<file path="src/rtl/gfx_cmd_sched.sv">
// Graphics command scheduler: in-order FIFO that releases sprite/font writes in blanking.
// Optional GFX_SCHED_COALESCE_EN merges repeated sprite-position pushes into the newest entry.
module gfx_cmd_sched #(
    parameter int DEPTH = 8,
    parameter int CW    = $clog2(DEPTH) + 1
) (
    input  logic          clk,
    input  logic          reset,
    input  logic          cmd_valid,
    input  logic [1:0]    cmd_type,
    input  logic [4:0]    cmd_sel,
    input  logic [10:0]   cmd_a,
    input  logic [8:0]    cmd_b,
    input  logic          cmd_vis,
    input  logic          vblank,
    input  logic          hblank,
    output logic          stall,
    output logic          spr_pos_we,
    output logic          spr_attr_we,
    output logic [4:0]    spr_sel,
    output logic [9:0]    spr_x,
    output logic [8:0]    spr_y,
    output logic          spr_vis,
    output logic          font_we,
    output logic [10:0]   font_addr,
    output logic [3:0]    font_data,
    output logic [CW-1:0] fifo_count
);

    localparam int AW = $clog2(DEPTH);

    typedef enum logic {
        S_IDLE,
        S_ISSUE
    } state_e;

    typedef struct packed {
        logic [1:0]  typ;
        logic [4:0]  sel;
        logic [10:0] a;
        logic [8:0]  b;
        logic        vis;
    } entry_t;

    entry_t        mem_q [DEPTH];
    logic [AW-1:0] wr_ptr_q, wr_ptr_d;
    logic [AW-1:0] rd_ptr_q, rd_ptr_d;
    logic [CW-1:0] count_q, count_d;
    state_e        state_q, state_d;

    logic          pos_we_q, pos_we_d;
    logic          attr_we_q, attr_we_d;
    logic          font_we_q, font_we_d;
    logic [4:0]    sel_q, sel_d;
    logic [9:0]    x_q, x_d;
    logic [8:0]    y_q, y_d;
    logic          vis_q, vis_d;
    logic [10:0]   faddr_q, faddr_d;
    logic [3:0]    fdata_q, fdata_d;

    entry_t head;
    entry_t cmd_ent;
    logic   push_ok;
    logic   merge;
    logic   alloc;
    logic   win_open;
    logic   pop;

    assign head    = mem_q[rd_ptr_q];
    assign cmd_ent = '{typ: cmd_type, sel: cmd_sel, a: cmd_a,
                       b: cmd_b, vis: cmd_vis};
    assign stall   = (count_q == CW'(DEPTH));
    assign push_ok = cmd_valid & ~stall;

`ifdef GFX_SCHED_COALESCE_EN
    logic [AW-1:0] last_ptr;
    entry_t        newest;

    assign last_ptr = wr_ptr_q - AW'(1);
    assign newest   = mem_q[last_ptr];
    // count >= 2 keeps the head (possibly popping now) out of reach
    assign merge = push_ok & (cmd_type == 2'b00) &
                   (count_q >= CW'(2)) &
                   (newest.typ == 2'b00) &
                   (newest.sel == cmd_sel);
`else
    assign merge = 1'b0;
`endif

    assign alloc = push_ok & ~merge;

    always_comb begin
        win_open = 1'b1;
        unique case (head.typ)
            2'b00, 2'b01: win_open = vblank;
            2'b10:        win_open = hblank | vblank;
            default:      win_open = 1'b1;
        endcase
    end

    assign pop = (state_q == S_IDLE) & (count_q != '0) & win_open;

    assign wr_ptr_d = wr_ptr_q + AW'(alloc);
    assign rd_ptr_d = rd_ptr_q + AW'(pop);
    assign count_d  = count_q + CW'(alloc) - CW'(pop);

    always_ff @(posedge clk) begin
        if (alloc) begin
            mem_q[wr_ptr_q] <= cmd_ent;
        end
`ifdef GFX_SCHED_COALESCE_EN
        else if (merge) begin
            mem_q[last_ptr].a   <= cmd_a;
            mem_q[last_ptr].b   <= cmd_b;
            mem_q[last_ptr].vis <= cmd_vis;
        end
`endif
    end

    always_comb begin
        state_d   = state_q;
        pos_we_d  = 1'b0;
        attr_we_d = 1'b0;
        font_we_d = 1'b0;
        sel_d     = sel_q;
        x_d       = x_q;
        y_d       = y_q;
        vis_d     = vis_q;
        faddr_d   = faddr_q;
        fdata_d   = fdata_q;
        unique case (state_q)
            S_IDLE: begin
                if (pop) begin
                    unique case (head.typ)
                        2'b00, 2'b01: begin
                            pos_we_d  = (head.typ == 2'b00);
                            attr_we_d = (head.typ == 2'b01);
                            sel_d     = head.sel;
                            x_d       = head.a[9:0];
                            y_d       = head.b;
                            vis_d     = head.vis;
                            state_d   = S_ISSUE;
                        end
                        2'b10: begin
                            font_we_d = 1'b1;
                            faddr_d   = head.a;
                            fdata_d   = head.b[3:0];
                            state_d   = S_ISSUE;
                        end
                        default: state_d = S_IDLE;
                    endcase
                end
            end
            S_ISSUE: state_d = S_IDLE;
            default: state_d = S_IDLE;
        endcase
    end

    always_ff @(posedge clk or negedge reset) begin
        if (!reset) begin
            state_q   <= S_IDLE;
            wr_ptr_q  <= '0;
            rd_ptr_q  <= '0;
            count_q   <= '0;
            pos_we_q  <= 1'b0;
            attr_we_q <= 1'b0;
            font_we_q <= 1'b0;
            sel_q     <= '0;
            x_q       <= '0;
            y_q       <= '0;
            vis_q     <= 1'b0;
            faddr_q   <= '0;
            fdata_q   <= '0;
        end else begin
            state_q   <= state_d;
            wr_ptr_q  <= wr_ptr_d;
            rd_ptr_q  <= rd_ptr_d;
            count_q   <= count_d;
            pos_we_q  <= pos_we_d;
            attr_we_q <= attr_we_d;
            font_we_q <= font_we_d;
            sel_q     <= sel_d;
            x_q       <= x_d;
            y_q       <= y_d;
            vis_q     <= vis_d;
            faddr_q   <= faddr_d;
            fdata_q   <= fdata_d;
        end
    end

    assign spr_pos_we  = pos_we_q;
    assign spr_attr_we = attr_we_q;
    assign font_we     = font_we_q;
    assign spr_sel     = sel_q;
    assign spr_x       = x_q;
    assign spr_y       = y_q;
    assign spr_vis     = vis_q;
    assign font_addr   = faddr_q;
    assign font_data   = fdata_q;
    assign fifo_count  = count_q;

endmodule

</file>
<file path="config.mk">
export PLATFORM = sky130hd
export DESIGN_NAME = gfx_cmd_sched
export DESIGN_NICKNAME = d
export VERILOG_FILES = /design/src/rtl/gfx_cmd_sched.sv
export SDC_FILE = /design/constraint.sdc
export NUM_CORES = 1
export LEC_CHECK = 0
export ABC_AREA = 1
export CORE_MARGIN = 5
export CORE_UTILIZATION = 50
export DETAILED_ROUTE_END_ITERATION = 10
export PLACE_DENSITY = 0.72
export SYNTH_ARGS = -nofsm -noshare
export SYNTH_HDL_FRONTEND = slang
export SYNTH_SLANG_ARGS = --single-unit
</file>
<file path="constraint.sdc">
create_clock -name clk -period 2.8 [get_ports clk]
set_input_delay 0.56 -clock clk [delete_from_list [all_inputs] [get_ports clk]]
set_output_delay 0.56 -clock clk [all_outputs]
set_load 0.005 [all_outputs]
</file>
==> After elaboration in Yosys (flattened, before gate mapping) <==
Memories as Yosys holds them, arrays and structs flattened.
Index checks and enable logic that the tools add are counted.
{ "op_classes": {"n_addsub": 4, "multipliers": 0, "div": 0, "n_lt_le_gt_ge": 0, "eq_ne": 3, "n_shift": 0, "n_mux": 15, "bitwise_logic": 6, "reduce_logical": 6} }
{ "ops": {"columns": ["cell", "n"], "rows": [
  ["two-way mux 1 bit", 13],
  ["adder 3 x 1 -> 3 bit", 2],
  ["AND reduction 3 bit", 2],
  ["adder 4 x 1 -> 4 bit", 1],
  ["== test 4 bit (second input constant)", 1],
  ["one-hot mux 1 bit (2 select lines)", 2],
  ["nonzero test 4 bit", 1],
  ["subtractor 4 x 1 -> 4 bit", 1],
  ["bitwise AND 1 bit", 3],
  ["OR reduction 3 bit", 1],
  ["== test 2 x 1 -> 1 bit (second input constant)", 1],
  ["== test 2 bit (second input constant)", 1],
  ["zero test 2 bit", 1],
  ["NOT 1 bit", 2],
  ["OR reduction 2 bit", 1],
  ["bitwise OR 1 bit", 1]
]} }
{ "word_totals": {"regBits": 54, "latch_bits": 0, "ram_bits": 224, "rom_bits": 0, "inputBits": 33, "output_inout_bits": 48, "memories": 1} }
{ "memory_table": {"columns": ["name", "depth", "width", "read_ports", "rd_ports_with_merged_regs", "wr", "line_no", "rtl"], "rows": [
  ["mem_q", 8, 28, 1, 0, 1, "45", "entry_t mem_q [DEPTH];"]
]} }

==> Longest topological paths before layout <==
Gate-level depths: netlist of run 1.
An unclocked memory read counts as a cell.
{ "logic_depth": {"ltp_word": 7, "mapped_depth": 16, "ltp_nobuf": 15} }

==> Worst setup path before layout of run 1 <==
Ideal clock, no wire load.
{ "synth_timing": {"path_type": "reg2reg", "start": "register count_q[2], in the netlist fifo_count[2]", "end": "memory mem_q[0][0] (netlist bit), enable pin", "t_arrival_ns": 2.288, "t_required_ns": 2.387, "slack_ns": 0.100, "stages_incl_launch_ff": 7, "n_path_buf": 0, "synth_period_minus_slack_ns": 2.700, "cell_sequence": "dfrtp_1 -> inv_1 -> ha_1 -> inv_1 -> o21ai_0 -> or2_2 -> nor2_1"} }
{ "synth_between": {"elab_chain_cells": 5} }
{ "synth_lines": {"columns": ["element", "line_no", "rtl"], "rows": [
  ["start, declared", "48", "logic [CW-1:0] count_q, count_d;"],
  ["start signal, assigned", "178", "count_q <= count_d;"],
  ["== test 4 bit", "72", "assign stall = (count_q == CW'(DEPTH));"],
  ["NOT 1 bit", "73", "assign push_ok = cmd_valid & ~stall;"],
  ["bitwise AND 1 bit", "73", null],
  ["two-way mux 1 bit", "108", "if (alloc) begin"],
  ["two-way mux 1 bit (implied by the code)", "109", "mem_q[wr_ptr_q] <= cmd_ent;"],
  ["end, declared", "45", null]
]} }
No other way between the ends.

==> Worst setup path in the final report of run 1 <==
{ "layout_timing": {"start": "register rd_ptr_q[0]", "end": "register count_q[2], in the netlist fifo_count[2]"} }
{ "layout_between": {"elab_chain_cells": 6, "elab_cells_between_ends": 8, "cone_classes": "1 x add/sub; 2 x eq/ne; 1 x mux; 1 x bitwise; 2 x reduce/logical; 1 x memory"} }
{ "layout_lines": {"columns": ["element", "line_no", "rtl"], "rows": [
  ["start, declared", "47", "logic [AW-1:0] rd_ptr_q, rd_ptr_d;"],
  ["start signal, assigned", "177", "rd_ptr_q <= rd_ptr_d;"],
  ["memory read (8 x 28 bit) (*)", null, null],
  ["== test 2 x 1 -> 1 bit or zero test 2 bit (tied branches)", "94", "unique case (head.typ)"],
  ["OR reduction 2 bit", "94", null],
  ["one-hot mux 1 bit (2 select lines) (*)", "94", null],
  ["bitwise AND 1 bit (*)", "101", "assign pop = (state_q == S_IDLE) & (count_q != '0) & win_open;"],
  ["subtractor 4 x 1 -> 4 bit (*)", "105", "assign count_d = count_q + CW'(alloc) - CW'(pop);"],
  ["net count_d[2]", "48", null]
]} }
The timed path passes the listed nets; every way through them passes the cells marked *.
A chain may end at the register's enable or synchronous reset.

==> flow_summary.json, run 1 <==
{
  "root_buffer": "clkbuf_16",
  "start_util": 0.5079,
  "die_area_mm2": 0.02525,
  "design_area_mm2": 0.01320,
  "syn_to_final_growth_pct": 19.04,
  "syn_inst": 913,
  "worst_setup_path_end_kind": "register",
  "nNetsFinal": 1041,
  "min_period_over_period": 0.9069,
  "cap_violations": 0,
  "drt_pass1_iterations": 5,
  "finalSetupViolCount": 0,
  "grt_pass1_wl_um": 39000,
  "hold_path.class": "in -> async",
  "cp.arrival_ps": 2960,
  "ir_drop_mv": 0.5614,
  "drive_above_1_share": 0.09440,
  "grt.overflow.total": 0,
  "vias": 7161,
  "final_cell_mix": "224 x edfxtp_1, 190 x nand2_1, 105 x nor2_1, 105 x o21ai_0, 79 x clkdlybuf4s50_1",
  "drc": 0,
  "tightest_slew_ps": 807.8,
  "slew_violations": 0,
  "rsz0062_at_grt": "false",
  "synth_adder_area_share": 0.01309,
  "cts_max_path_buffers": 3,
  "critPathLaunchType": "register",
  "power_leakage_uw": 0.005029,
  "power.density_mw_per_mm2": 1144,
  "skew_ps": 14.71,
  "fin_setup_tns_ps": 0,
  "crit_fanout": 11,
  "groute.layer.met3.usage": 0.03992,
  "grt_use_total": 0.1904,
  "dp_slack_ps": 193.1,
  "synth_warnings": 0,
  "crit_buf_inv": 3,
  "grt_start_max_net_pins": 86,
  "antenna_found_initial": 1,
  "path_delay_family": "adder cells",
  "period_minus_slack_ps": 2539,
  "final_common_cell": "edfxtp_1",
  "grtUsageMet2": 0.3010,
  "whs_ps": 460.4,
  "drt_wl_total_um": 24370,
  "syn_area_mm2": 0.01108,
  "cp.required_ps": 3220,
  "numCtsBuffers": 27,
  "drt-initial-drc-count": 615,
  "dp_hpwl_um": 14290,
  "worstPathCellList": "inv_2 > nand2_1 > nand3_1 > nand2_1 > nand2_1 > nand2_2 > nand2_2 > nand3_4 > and2_1 > ha_1 > inv_1 > ha_1 > inv_1 > fa_1 > xnor2_1",
  "met1_usage": 0.2715,
  "synth_top_family_by_area": "simple AND/OR/NAND/NOR gates",
  "io_buffers": 80,
  "max_stage_delay_ps": 490,
  "die_x_um": 158.9,
  "coreArea_mm2": 0.02182,
  "gp_congestion": 0.7761,
  "setup_ws_ps": 260.7,
  "grt-busiest-layer": "met2",
  "seq_area_frac_synth": 0.7288,
  "fmax_mhz": 393.8,
  "synth-xor-area-share": 0.003161,
  "grt_pass1_vias": 7112,
  "num_rows": 54,
  "cts_tree": "done",
  "synth_cell_types": 27,
  "postCtsSetupBuffers": 0,
  "clk_latency_ps": 530,
  "yosys.area_share.simple": 0.1383,
  "synthesis.nets": 957,
  "status": "finished, final reports clean",
  "via_per_inst": 5.517,
  "clock_sinks": 278,
  "synthMuxAreaShare": 0,
  "path_clk_slew_ps": 70,
  "avgSynthCellArea_um2": 12.14,
  "instances_no_fill": 1298,
  "fp.dieH_um": 158.9,
  "htreeDepth": 1,
  "crit_slowest_cell": "dfrtp_2",
  "dp_cells": 1247,
  "synth_compound_area_frac": 0.07969,
  "pin_count": 81,
  "slew_headroom": 0.4615,
  "path_common_cell": "nand2_1",
  "wl_per_cell_um": 18.77,
  "ys_ff_latch": 278,
  "place_area_mm2": 0.01225,
  "antenna_left": 0,
  "hold_violations": 0,
  "crit_type": "reg -> reg"
}
==> layout make-up <==
type,count,area (um2)
Antenna cell,1,2.502
Clock buffer,31,710.7
Clock inverter,18,221.5
Fill cell,1696,8628
Inverter,38,142.6
Multi-Input combinational cell,540,2625
Sequential cell,278,8079
Tap cell,280,350.3
Timing Repair Buffer,112,1064
==> sequential cells by signal, indices dropped and copies added, names as in the netlist <==
signal and count:
wr_ptr_q 3, state_q 1, spr_sel 5, spr_vis 1, font_we 1, spr_y 9, spr_x 10, fifo_count 4
spr_pos_we 1, rd_ptr_q 3, font_addr 11, font_data 4, spr_attr_we 1, mem_q 224
==> power by group <==
group | switching, uW | internal [uW] | total [uW]
clock network | 1460 | 2270 | 3740
registers | 348 | 5380 | 5720
logic | 3680 | 1960 | 5640
==> metal layers <==
metal / up-vias / part of all wire
met1: 3458 / 0.45
met5: - / 0.00029
met4: 2 / 0.021
met3: 54 / 0.069
li1: 3400 / -
met2: 247 / 0.46
==> repair_timing <==
item                                   CTS  global route
setup endpoints to repair                0             0
endpoints found under the hold margin   14             0
gates resized for setup                  0             0
hold buffers                             1             0
==> synthesized netlist by cell type <==
cell type / count / area [um2]
xnor2_1: 2 / 17.52
clkbuf_1: 27 / 101.4
nand2_2: 3 / 18.77
ha_1: 10 / 125.1
and2_1: 1 / 6.260
nand2_1: 190 / 713.2
buf_1: 2 / 7.510
a21oi_1: 1 / 5.000
buf_6: 1 / 11.26
nand3_1: 12 / 60.06
nand3_4: 2 / 35.03
nand4_1: 42 / 262.8
nor2_2: 1 / 6.260
buf_4: 5 / 37.54
a31oi_2: 1 / 12.51
o2111ai_2: 1 / 15.01
or2_2: 1 / 6.260
inv_1: 36 / 135.1
o22ai_1: 52 / 325.3
fa_1: 1 / 20.02
nor2_1: 113 / 424.2
xor2_1: 2 / 17.52
buf_2: 22 / 110.1
edfxtp_1: 224 / 6726
dfrtp_1: 54 / 1351
o21ai_0: 105 / 525.5
inv_2: 2 / 7.510
==> kinds of logic (layout without fill, tap and decap cells) <==
| family | after synthesis | after routing |
|---|---|---|
| xor+xnor | 4 | 4 |
| compound gates | 160 | 160 |
| fa+ha+maj | 11 | 11 |
| simple gates | 365 | 365 |
| other cells | 0 | 1 |
| buf+inv | 95 | 199 |
| flops | 278 | 278 |
==> path summary, 6_finish.rpt <==
kind                        startpoint       endpoint  slack, ps  cells past startpoint
max                        rd_ptr_q[0]  fifo_count[2]        260                     15
min                              reset   font_addr[8]        460                      2
max reg2reg                rd_ptr_q[0]  fifo_count[2]        260                     15
min reg2reg                   spr_x[0]       spr_x[0]        470                      2
max in group asynchronous        reset    rd_ptr_q[0]       1480                      3
min in group clk              spr_x[0]       spr_x[0]        470                      2
==> worst register-to-register path, stage by stage (launching register included) <==
cell	delay, ps
dfrtp_2	490
inv_2	170
nand2_1	80
nand3_1	90
nand2_1	70
nand2_1	70
nand2_2	80
nand2_2	90
nand3_4	60
and2_1	150
ha_1	280
inv_1	50
ha_1	150
inv_1	60
fa_1	400
xnor2_1	130
==> per-stage QoR <==
step / power [uW] / util
floorplan: 9320 / -
global placement: 11290 / 0.5613
detailed placement: 11410 / 0.5613
CTS: 15160 / 0.6045
global route: 16050 / 0.6045
finish: 15100 / 0.6046
No activity file was read; power rests on OpenSTA's default activity.
==> run 2: changes to the inputs <==
Settings changed: GPL_TIMING_DRIVEN set to 0, PLACE_DENSITY 0.72 to 0.7.
Clock period 2.8 ns to 2.45 ns, I/O delays scaled along.
==> run 2 against run 1 <==
Non-clock buffer count is 49 higher. Global-route usage is 2.0 points higher. Critical endpoint is now fifo_count[1]. Sequential power is 14% higher. Via count grew 5.8%. Register-to-register slack lost 170 ps. Cell count up 3.9%. Worst hold slack better by 14 ps.
==> flow_summary.json, run 2 (same netlist as run 1, synthesis figures left out) <==
{
  "fmax_mhz": 424.5,
  "min_period_over_period": 0.9614,
  "syn_to_final_growth_pct": 23.65,
  "grt_use_total": 0.2100,
  "die_area_mm2": 0.02525,
  "slew_headroom": 0.5849,
  "period_minus_slack_ps": 2355,
  "r2r_cells": 10,
  "grt_pass1_wl_um": 42010,
  "whs_endpoint": "spr_x[2]",
  "r2r_end": "fifo_count[1]",
  "fillers": 1634,
  "cap_violations": 0,
  "antenna_left": 0,
  "final_core_util": 0.6280,
  "setup_ws_ps": 94.52,
  "power_leakage_uw": 0.005234,
  "r2r-start": "fifo_count[2]",
  "via_per_inst": 5.615,
  "start_util": 0.5079,
  "root_buffer": "clkbuf_16",
  "regMostFlops": "mem_q",
  "fp.dieH_um": 158.9,
  "skew_ps": 21.96,
  "wl_per_cell_um": 20.38,
  "hold_violations": 0,
  "htreeDepth": 1,
  "rsz0062_at_grt": "false",
  "crit_type": "reg -> reg",
  "crit_fanout": 9,
  "grt_start_max_net_pins": 30,
  "final_common_cell": "edfxtp_1",
  "hold_start": "spr_x[2]",
  "critPathLaunchType": "register",
  "diodes": 0,
  "nNetsFinal": 1091,
  "hold_path.class": "reg -> reg",
  "dp_hpwl_um": 18000,
  "place_area_mm2": 0.01253,
  "pin_count": 81,
  "drive_above_1_share": 0.1328,
  "final_cell_mix": "224 x edfxtp_1, 183 x nand2_1, 105 x nor2_1, 104 x o21ai_0, 79 x clkdlybuf4s50_1",
  "dp_slack_ps": -466.0,
  "clock_sinks": 278,
  "antenna_found_initial": 0,
  "grt_pass1_vias": 7582,
  "clk_latency_ps": 540,
  "worst_setup_path_end_kind": "register",
  "num_rows": 54,
  "drt-initial-drc-count": 727,
  "path_clk_slew_ps": 60,
  "tightest_slew_ps": 622.7,
  "numCtsBuffers": 28,
  "design_area_mm2": 0.01371,
  "status": "finished, final reports clean",
  "coreArea_mm2": 0.02182,
  "grt.overflow.total": 0,
  "gp_congestion": 0.8149,
  "drt_pass1_iterations": 5,
  "cp.arrival_ps": 2800,
  "cts_tree": "done",
  "timing.reg2reg.setup_slack_ps": 90,
  "die_x_um": 158.9,
  "power.density_mw_per_mm2": 1338,
  "slew_violations": 0,
  "drc": 0,
  "vias": 7574,
  "cp.required_ps": 2890,
  "min_path_cells": 2,
  "ir_drop_mv": 0.6655,
  "largest_reg_flops": 224,
  "power.total_uw": 18340,
  "drt_wl_total_um": 27500,
  "finalSetupViolCount": 0,
  "io_buffers": 80,
  "cts_max_path_buffers": 3,
  "fin_setup_tns_ps": 0
}
run 2: cell types whose count changed in the layout (fill, tap and decap cells not counted), sizes merged:
cell,before,now
clkinv,10,5
buf,32,55
inv,38,39
clkbuf,31,72
clkinvlp,3,0
bufinv,5,0
diode,1,0
run 2: where the power goes:
part | internal [uW] | switching [uW]
logic | 2790 | 4830
clock network | 2510 | 1680
registers | 6150 | 395
run 2: worst max-delay path, stage by stage, from the launching register on:
cell and delay, ps:
dfrtp_1 340, inv_1 80, ha_1 240, a31oi_4 390, and2_4 250, ha_4 200
inv_2 60, ha_4 120, inv_2 30, fa_2 500, inv_1 30
run 2: stage by stage:
step	hold slack [ps]	instances
floorplan	194.4	913
global placement	455.4	1273
detailed placement	459.2	1282
CTS	474.0	1346
global route	497.0	1349
finish	474.5	1349
run 2: layout make-up:
class                   instances  area (um2)  share of cell area
flip-flops and latches        278        8080              0.5896
multi-input cells             540        2748              0.2005
plain buffers                  57       304.0             0.02218
repair buffers                104        1144             0.08344
clock inverters                 6       33.78            0.002465
well taps                     280       350.3             0.02556
inverters                      38       142.6             0.01041
clock buffers                  46       903.4             0.06591
run 2: how the worst max path moves through the flow:
| stage | depth (start not counted) | startpoint | to |
|---|---|---|---|
| 2_1_floorplan | 6 | fifo_count[2] | mem_q[0][0] |
| 3_3_place_gp | 4 | cmd_valid | mem_q[0][10] |
| 3_5_place_dp | 14 | rd_ptr_q[1] | fifo_count[2] |
| 4_1_cts | 7 | fifo_count[2] | mem_q[0][10] |
| 5_1_grt | 4 | fifo_count[1] | stall |
| 6_report | 10 | fifo_count[2] | fifo_count[1] |
run 2: timing repair:
action / in CTS / in global routing
hold endpoints to repair: 25 / 0
hold buffers: 1 / 0
gates resized for setup: 18 / 20
setup endpoints to repair: 3 / 129
buffers inserted: 11 / 3
pin swaps: 5 / 8
run 2: routing by layer:
layer | track usage | wire (um) | up-vias
met5 | 0 | 0 | -
li1 | - | - | 3507
met2 | 0.3500 | 13130 | 357
met1 | 0.2793 | 11060 | 3658
met3 | 0.04381 | 2562 | 52
met4 | 0.06592 | 741 | 0
